$ cat config.mk
export PLATFORM = sky130hd
export DESIGN_NAME = regfile_mp
export DESIGN_NICKNAME = d
export VERILOG_FILES = /design/src/rtl/regfile_pkg.sv /design/src/rtl/regfile_clr_seq.sv /design/src/rtl/regfile_mp.sv
export SDC_FILE = /design/constraint.sdc
export NUM_CORES = 2
export LEC_CHECK = 0
export BUFFER_PORTS_ARGS = -buffer_cell sky130_fd_sc_hd__buf_2
export CAP_MARGIN = 40
export CORE_MARGIN = 2
export CORE_UTILIZATION = 30
export CTS_CLUSTER_SIZE = 16
export DETAILED_ROUTE_END_ITERATION = 6
export PLACE_DENSITY = 0.56
export SLEW_MARGIN = 30
export SYNTH_ARGS = -nofsm -noshare
export SYNTH_HDL_FRONTEND = slang
export SYNTH_SLANG_ARGS = --single-unit
$ cat constraint.sdc
create_clock -name clk -period 5.5 [get_ports clk]
set_input_delay 1.1 -clock clk [delete_from_list [all_inputs] [get_ports clk]]
set_output_delay 1.1 -clock clk [all_outputs]
set_load 0.005 [all_outputs]
$ cat src/rtl/regfile_pkg.sv
// Shared types and default sizes for the multi-port register file.
package regfile_pkg;

  localparam int unsigned DefDataW = 32;
  localparam int unsigned DefAddrW = 5;

  typedef enum logic {
    StClear = 1'b0,
    StReady = 1'b1
  } seq_state_e;

endpackage

$ cat src/rtl/regfile_clr_seq.sv
// Post-reset clear sequencer: sweeps every writable entry to zero, then
// parks in StReady until the next reset.
module regfile_clr_seq
  import regfile_pkg::*;
#(
  parameter int unsigned ADDR_W   = DefAddrW,
  parameter int unsigned ZERO_REG = 1
) (
  input  logic              clk,
  input  logic              rst,
  output logic              clr_we,
  output logic [ADDR_W-1:0] clr_addr,
  output logic              init_done
);

  localparam logic [ADDR_W-1:0] StartPtr = (ZERO_REG != 0) ? ADDR_W'(1) : '0;
  localparam logic [ADDR_W-1:0] LastPtr  = '1;

  seq_state_e        state_q, state_d;
  logic [ADDR_W-1:0] clr_ptr_q, clr_ptr_d;

  always_comb begin
    state_d   = state_q;
    clr_ptr_d = clr_ptr_q;
    if (state_q == StClear) begin
      // Terminate on compare so the pointer never relies on wrapping.
      if (clr_ptr_q == LastPtr) begin
        state_d = StReady;
      end else begin
        clr_ptr_d = clr_ptr_q + 1'b1;
      end
    end
  end

  always_ff @(posedge clk) begin
    if (rst) begin
      state_q   <= StClear;
      clr_ptr_q <= StartPtr;
    end else begin
      state_q   <= state_d;
      clr_ptr_q <= clr_ptr_d;
    end
  end

  assign clr_we    = (state_q == StClear);
  assign clr_addr  = clr_ptr_q;
  assign init_done = (state_q == StReady);

endmodule

$ cat src/rtl/regfile_mp.sv
// Two-write, NUM_RD-read register file with combinational reads, same-cycle
// write-to-read bypass and a post-reset clear sweep.
module regfile_mp
  import regfile_pkg::*;
#(
  parameter int unsigned DATA_W   = DefDataW,
  parameter int unsigned ADDR_W   = DefAddrW,
  parameter int unsigned NUM_RD   = 2,
  parameter int unsigned ZERO_REG = 1
) (
  input  logic                     clk,
  input  logic                     rst,
  input  logic                     wb0_en,
  input  logic [ADDR_W-1:0]        wb0_addr,
  input  logic [DATA_W-1:0]        wb0_data,
  input  logic                     wb1_en,
  input  logic [ADDR_W-1:0]        wb1_addr,
  input  logic [DATA_W-1:0]        wb1_data,
  input  logic [NUM_RD*ADDR_W-1:0] rd_addr,
  output logic [NUM_RD*DATA_W-1:0] rd_data,
  output logic                     init_done
);

  localparam int unsigned Depth  = 2 ** ADDR_W;
  localparam bit          ZeroHw = (ZERO_REG != 0);

  logic [DATA_W-1:0] mem_q [Depth];
  logic              clr_we;
  logic [ADDR_W-1:0] clr_addr;
  logic              we0, we1;

  regfile_clr_seq #(
    .ADDR_W   (ADDR_W),
    .ZERO_REG (ZERO_REG)
  ) u_clr_seq (
    .clk       (clk),
    .rst       (rst),
    .clr_we    (clr_we),
    .clr_addr  (clr_addr),
    .init_done (init_done)
  );

  // Writes to the hardwired-zero entry are dropped here so bypass never sees them.
  assign we0 = init_done && wb0_en && !(ZeroHw && (wb0_addr == '0));
  assign we1 = init_done && wb1_en && !(ZeroHw && (wb1_addr == '0));

  // Port 1 is applied last so it wins an address collision.
  always_ff @(posedge clk) begin
    if (clr_we) begin
      mem_q[clr_addr] <= '0;
    end else begin
      if (we0) mem_q[wb0_addr] <= wb0_data;
      if (we1) mem_q[wb1_addr] <= wb1_data;
    end
  end

  for (genvar k = 0; k < NUM_RD; k++) begin : g_rd
    logic [ADDR_W-1:0] addr;
    logic [DATA_W-1:0] data;

    assign addr = rd_addr[k*ADDR_W +: ADDR_W];

    always_comb begin
      data = mem_q[addr];
      if (we0 && (wb0_addr == addr)) data = wb0_data;
      if (we1 && (wb1_addr == addr)) data = wb1_data;
      if (!init_done || (ZeroHw && (addr == '0))) data = '0;
    end

    assign rd_data[k*DATA_W +: DATA_W] = data;
  end

endmodule

==> flow_summary.ini <==
[final_layout]
areaGrowthSynthToFinish_pct = 14.12
fin_area_um2 = 68410
drive_gt1_frac = 0.1705
fill_cells = 19420
fin_nets = 5432

[pwr]
pwr-share-seq = 0.490
clkPwrFrac = 0.406
power.leakage_nw = 22.04
peakVddDrop_mv = 0.2147
power.internal_mw = 13.23
p_switching_mw = 4.545
power_density_nw_per_um2 = 259.8
power_mw = 17.78
combPwrFrac = 0.104
switching_share = 0.2557

[drt]
drt_pre_antenna_iters = 7
ant_nets = 0
drt-vias-per-instance = 5.904
wire_per_inst_um = 30.83
drc_errors = 1
drt-total-wl_mm = 249.3
vias = 47740
first_iter_violations = 6410

[timing]
finalHoldViolations = 0
timing.hold.ws_ns = 0.5416
tightest_slew_ns = 0.9543
drv_slew = 0
final.setup.tns_ns = 0
finalCritPeriodShare = 0.8969
finClkSkew_ns = 0.01385
setup_viol = 0
min_period_ns = 4.933
fmax_mhz = 202.7
rsz0062_at_grt = false
slew_headroom = 0.3638
finalWorstSetupSlack_ns = 0.5671

[yosys]
synth-compound-area-share = 0.1469
synth_top_family_by_area = multiplexers
synth.avg_cell_area_um2 = 10.84
synth-simple-area-share = 0.1026
yosys.area_share.xor_xnor = 0.003361
synth_flop_cell = edfxtp_1
synth.mux.area_fraction = 0.1826
synth_top_area_cell = edfxtp_1
async_flop_share = 0
postSynthCellCount = 5529
synth-seq-cells = 1030
yosysUniqueCellTypes = 57
yosysSeqAreaShare = 0.5150
synthesis.area_um2 = 59940
synth_fp_nets = 5619
synth_top_area_share = 0.5130
synthAdderAreaFrac = 0.0004175
yosysWarnings = 0
ys_top_cells_by_area = edfxtp_1 (51%), mux4_2 (9.8%), mux2i_1 (8.4%)
synth-edff-count = 1024

[outcome]
status = finished with violations
violations = design-rule violations

[global_route]
grt_use_met1 = 0.2824
grt_max_degree = 110
grt.busiest_layer = met2
grt_pass1_vias = 46050
grtUsageTotal = 0.2385
met3_usage = 0.04691
grt_util_met2 = 0.3872
grt_first_pass_wirelength_mm = 349.9
antenna_found_initial = 13
grt-ovfl-total = 0

[critical_path]
end_kind = primary output
crit_start = rd_addr[2]
r2r_slack_ns = 1.97
startpoint_type = input pin
arrival_ns = 3.83
crit_required_ns = 4.40
crit_fanout = 109
r2r-start = u_clr_seq.init_done
crit_type = input pin to primary output

[hold_path]
holdCritStartpoint = u_clr_seq.clr_addr[4]
hold_class = register to register

[placed_design]
io_buffer_count = 152
gp_congestion = 0.9149
place_area_um2 = 64960
dpl.hpwl_mm = 153.9
pre_cts_ws_ns = 0.5025

[clock_network]
root_buffer = clkbuf_16
cts_buffer_depth = 3
clk_pin_slew_ns = 0.06
clock-sinks = 1030
cts_setup_buffers = 0
ctsHtreeMaxLevel = 3
cts_tree = built
cts_buffers = 104
clock_latency_ns = 0.73
cts_resized = 0
cts_hold_buf = 0

[die]
fp.dieArea_um2 = 203400
ioPinCount = 153
core_area_um2 = 199200
die_w_um = 451
die_y_um = 451
std_cell_rows = 164
initial_core_util = 0.3008

[flow_run]
maxCapViolCount = 0
==> power by group through the flow <==
stage	sequential [mW]	combinational (mW)	clock [mW]
4_1_cts	8.71	1.79	7.26
5_1_grt	8.72	1.87	7.51
6_report	8.71	1.84	7.22
3_5_place_dp	8.88	1.79	0
2_1_floorplan	8.87	0.979	0
3_3_place_gp	8.87	1.77	0
==> per-stage QoR <==
step,cells,utilization
6_report,8086,0.3433
3_5_place_dp,7885,0.3260
2_1_floorplan,5529,-
4_1_cts,8075,0.3426
5_1_grt,8083,0.3433
3_3_place_gp,7859,0.3237
==> registers in the layout (all words and copies together), names as in the netlist <==
signal and flops:
mem_q 1024, u_clr_seq.clr_addr 5, u_clr_seq.init_done 1
==> cells by family (layout without fill, tap and decap cells) <==
group / after synthesis / count (layout)
AOI/OAI and AO/OA: 1522 / 1522
xor gates and xnor gates: 23 / 23
adders and majority gates: 2 / 2
buffers and inverters: 707 / 604
DFF: 1030 / 1030
muxes: 768 / 768
other: 0 / 4
and+or+nand+nor: 1477 / 1477
==> area by class of cell <==
type,count,area (µm²),area share
repair buffers,374,3794,0.05546
inverters,40,150.1,0.002195
flip-flops and latches,1030,30870,0.4513
well taps,2656,3323,0.04858
diodes,4,10.01,0.0001463
clock inverters,66,563.0,0.008231
multi-input cells,3792,26960,0.3941
clock buffers,124,2741,0.04007
==> routing by layer <==
layer | wire [µm] | vias up
met4 | 20330 | 18
met2 | 116100 | 2981
met3 | 25360 | 778
met1 | 87340 | 23700
met5 | 115 | -
li1 | - | 20260
==> cell usage after synthesis, drive strengths merged, types with 3 or more instances <==
library cell,instances
and4,31
nand3,134
o22ai,32
nor4,4
edfxtp,1024
nand4,34
a22oi,378
o21ai,1031
dfxtp,6
mux2i,502
a21oi,67
buf,156
and2,3
and3,5
or2,4
inv,40
nor3b,3
nand2b,8
nor2,54
nand2,1179
nor2b,6
xor2,18
mux4,260
xnor2,5
clkbuf,511
nand3b,4
mux2,6
==> path summary, 6_finish.rpt <==
kind,to,cells past startpoint
worst max-delay path,rd_data[14],8
worst max register to register,mem_q[2][12],8
worst min-delay path,u_clr_seq.clr_addr[4],2
worst min register to register,u_clr_seq.clr_addr[4],2
==> worst max-delay path: stages <==
cell	delay [ns]
buf_8	0.28
buf_12	0.59
mux4_2	0.43
a22oi_1	0.34
nand4_1	0.44
nand2_1	0.19
nand2_1	0.08
buf_2	0.13
==> cell usage in the layout (no fill, tap or decap), types with 4 or more instances in the layout <==
master	Yosys	layout
xor2_1	18	18
buf_2	99	148
buf_12	0	88
o22ai_4	0	31
buf_6	8	12
buf_8	0	12
mux2i_1	502	502
bufinv_16	0	10
buf_4	28	108
nor2b_4	0	4
clkinv_1	0	30
nand3_1	134	134
a22oi_1	348	348
xnor2_1	5	5
a21oi_1	66	66
mux4_2	260	260
a22oi_2	30	30
diode_2	0	4
buf_16	0	6
nand4_1	34	34
clkbuf_1	510	17
inv_1	40	40
o21ai_1	30	30
nor2_1	49	14
and4_1	31	31
mux2_2	6	6
clkbuf_16	0	107
nand2b_1	8	6
edfxtp_1	1024	1024
nand3b_1	4	4
clkinv_2	0	20
nand2_2	0	16
dfxtp_1	6	6
inv_6	0	4
nand2_1	1179	1163
o21ai_0	1001	1001
nor2_4	1	40
No activity file was read; power rests on OpenSTA's default activity.
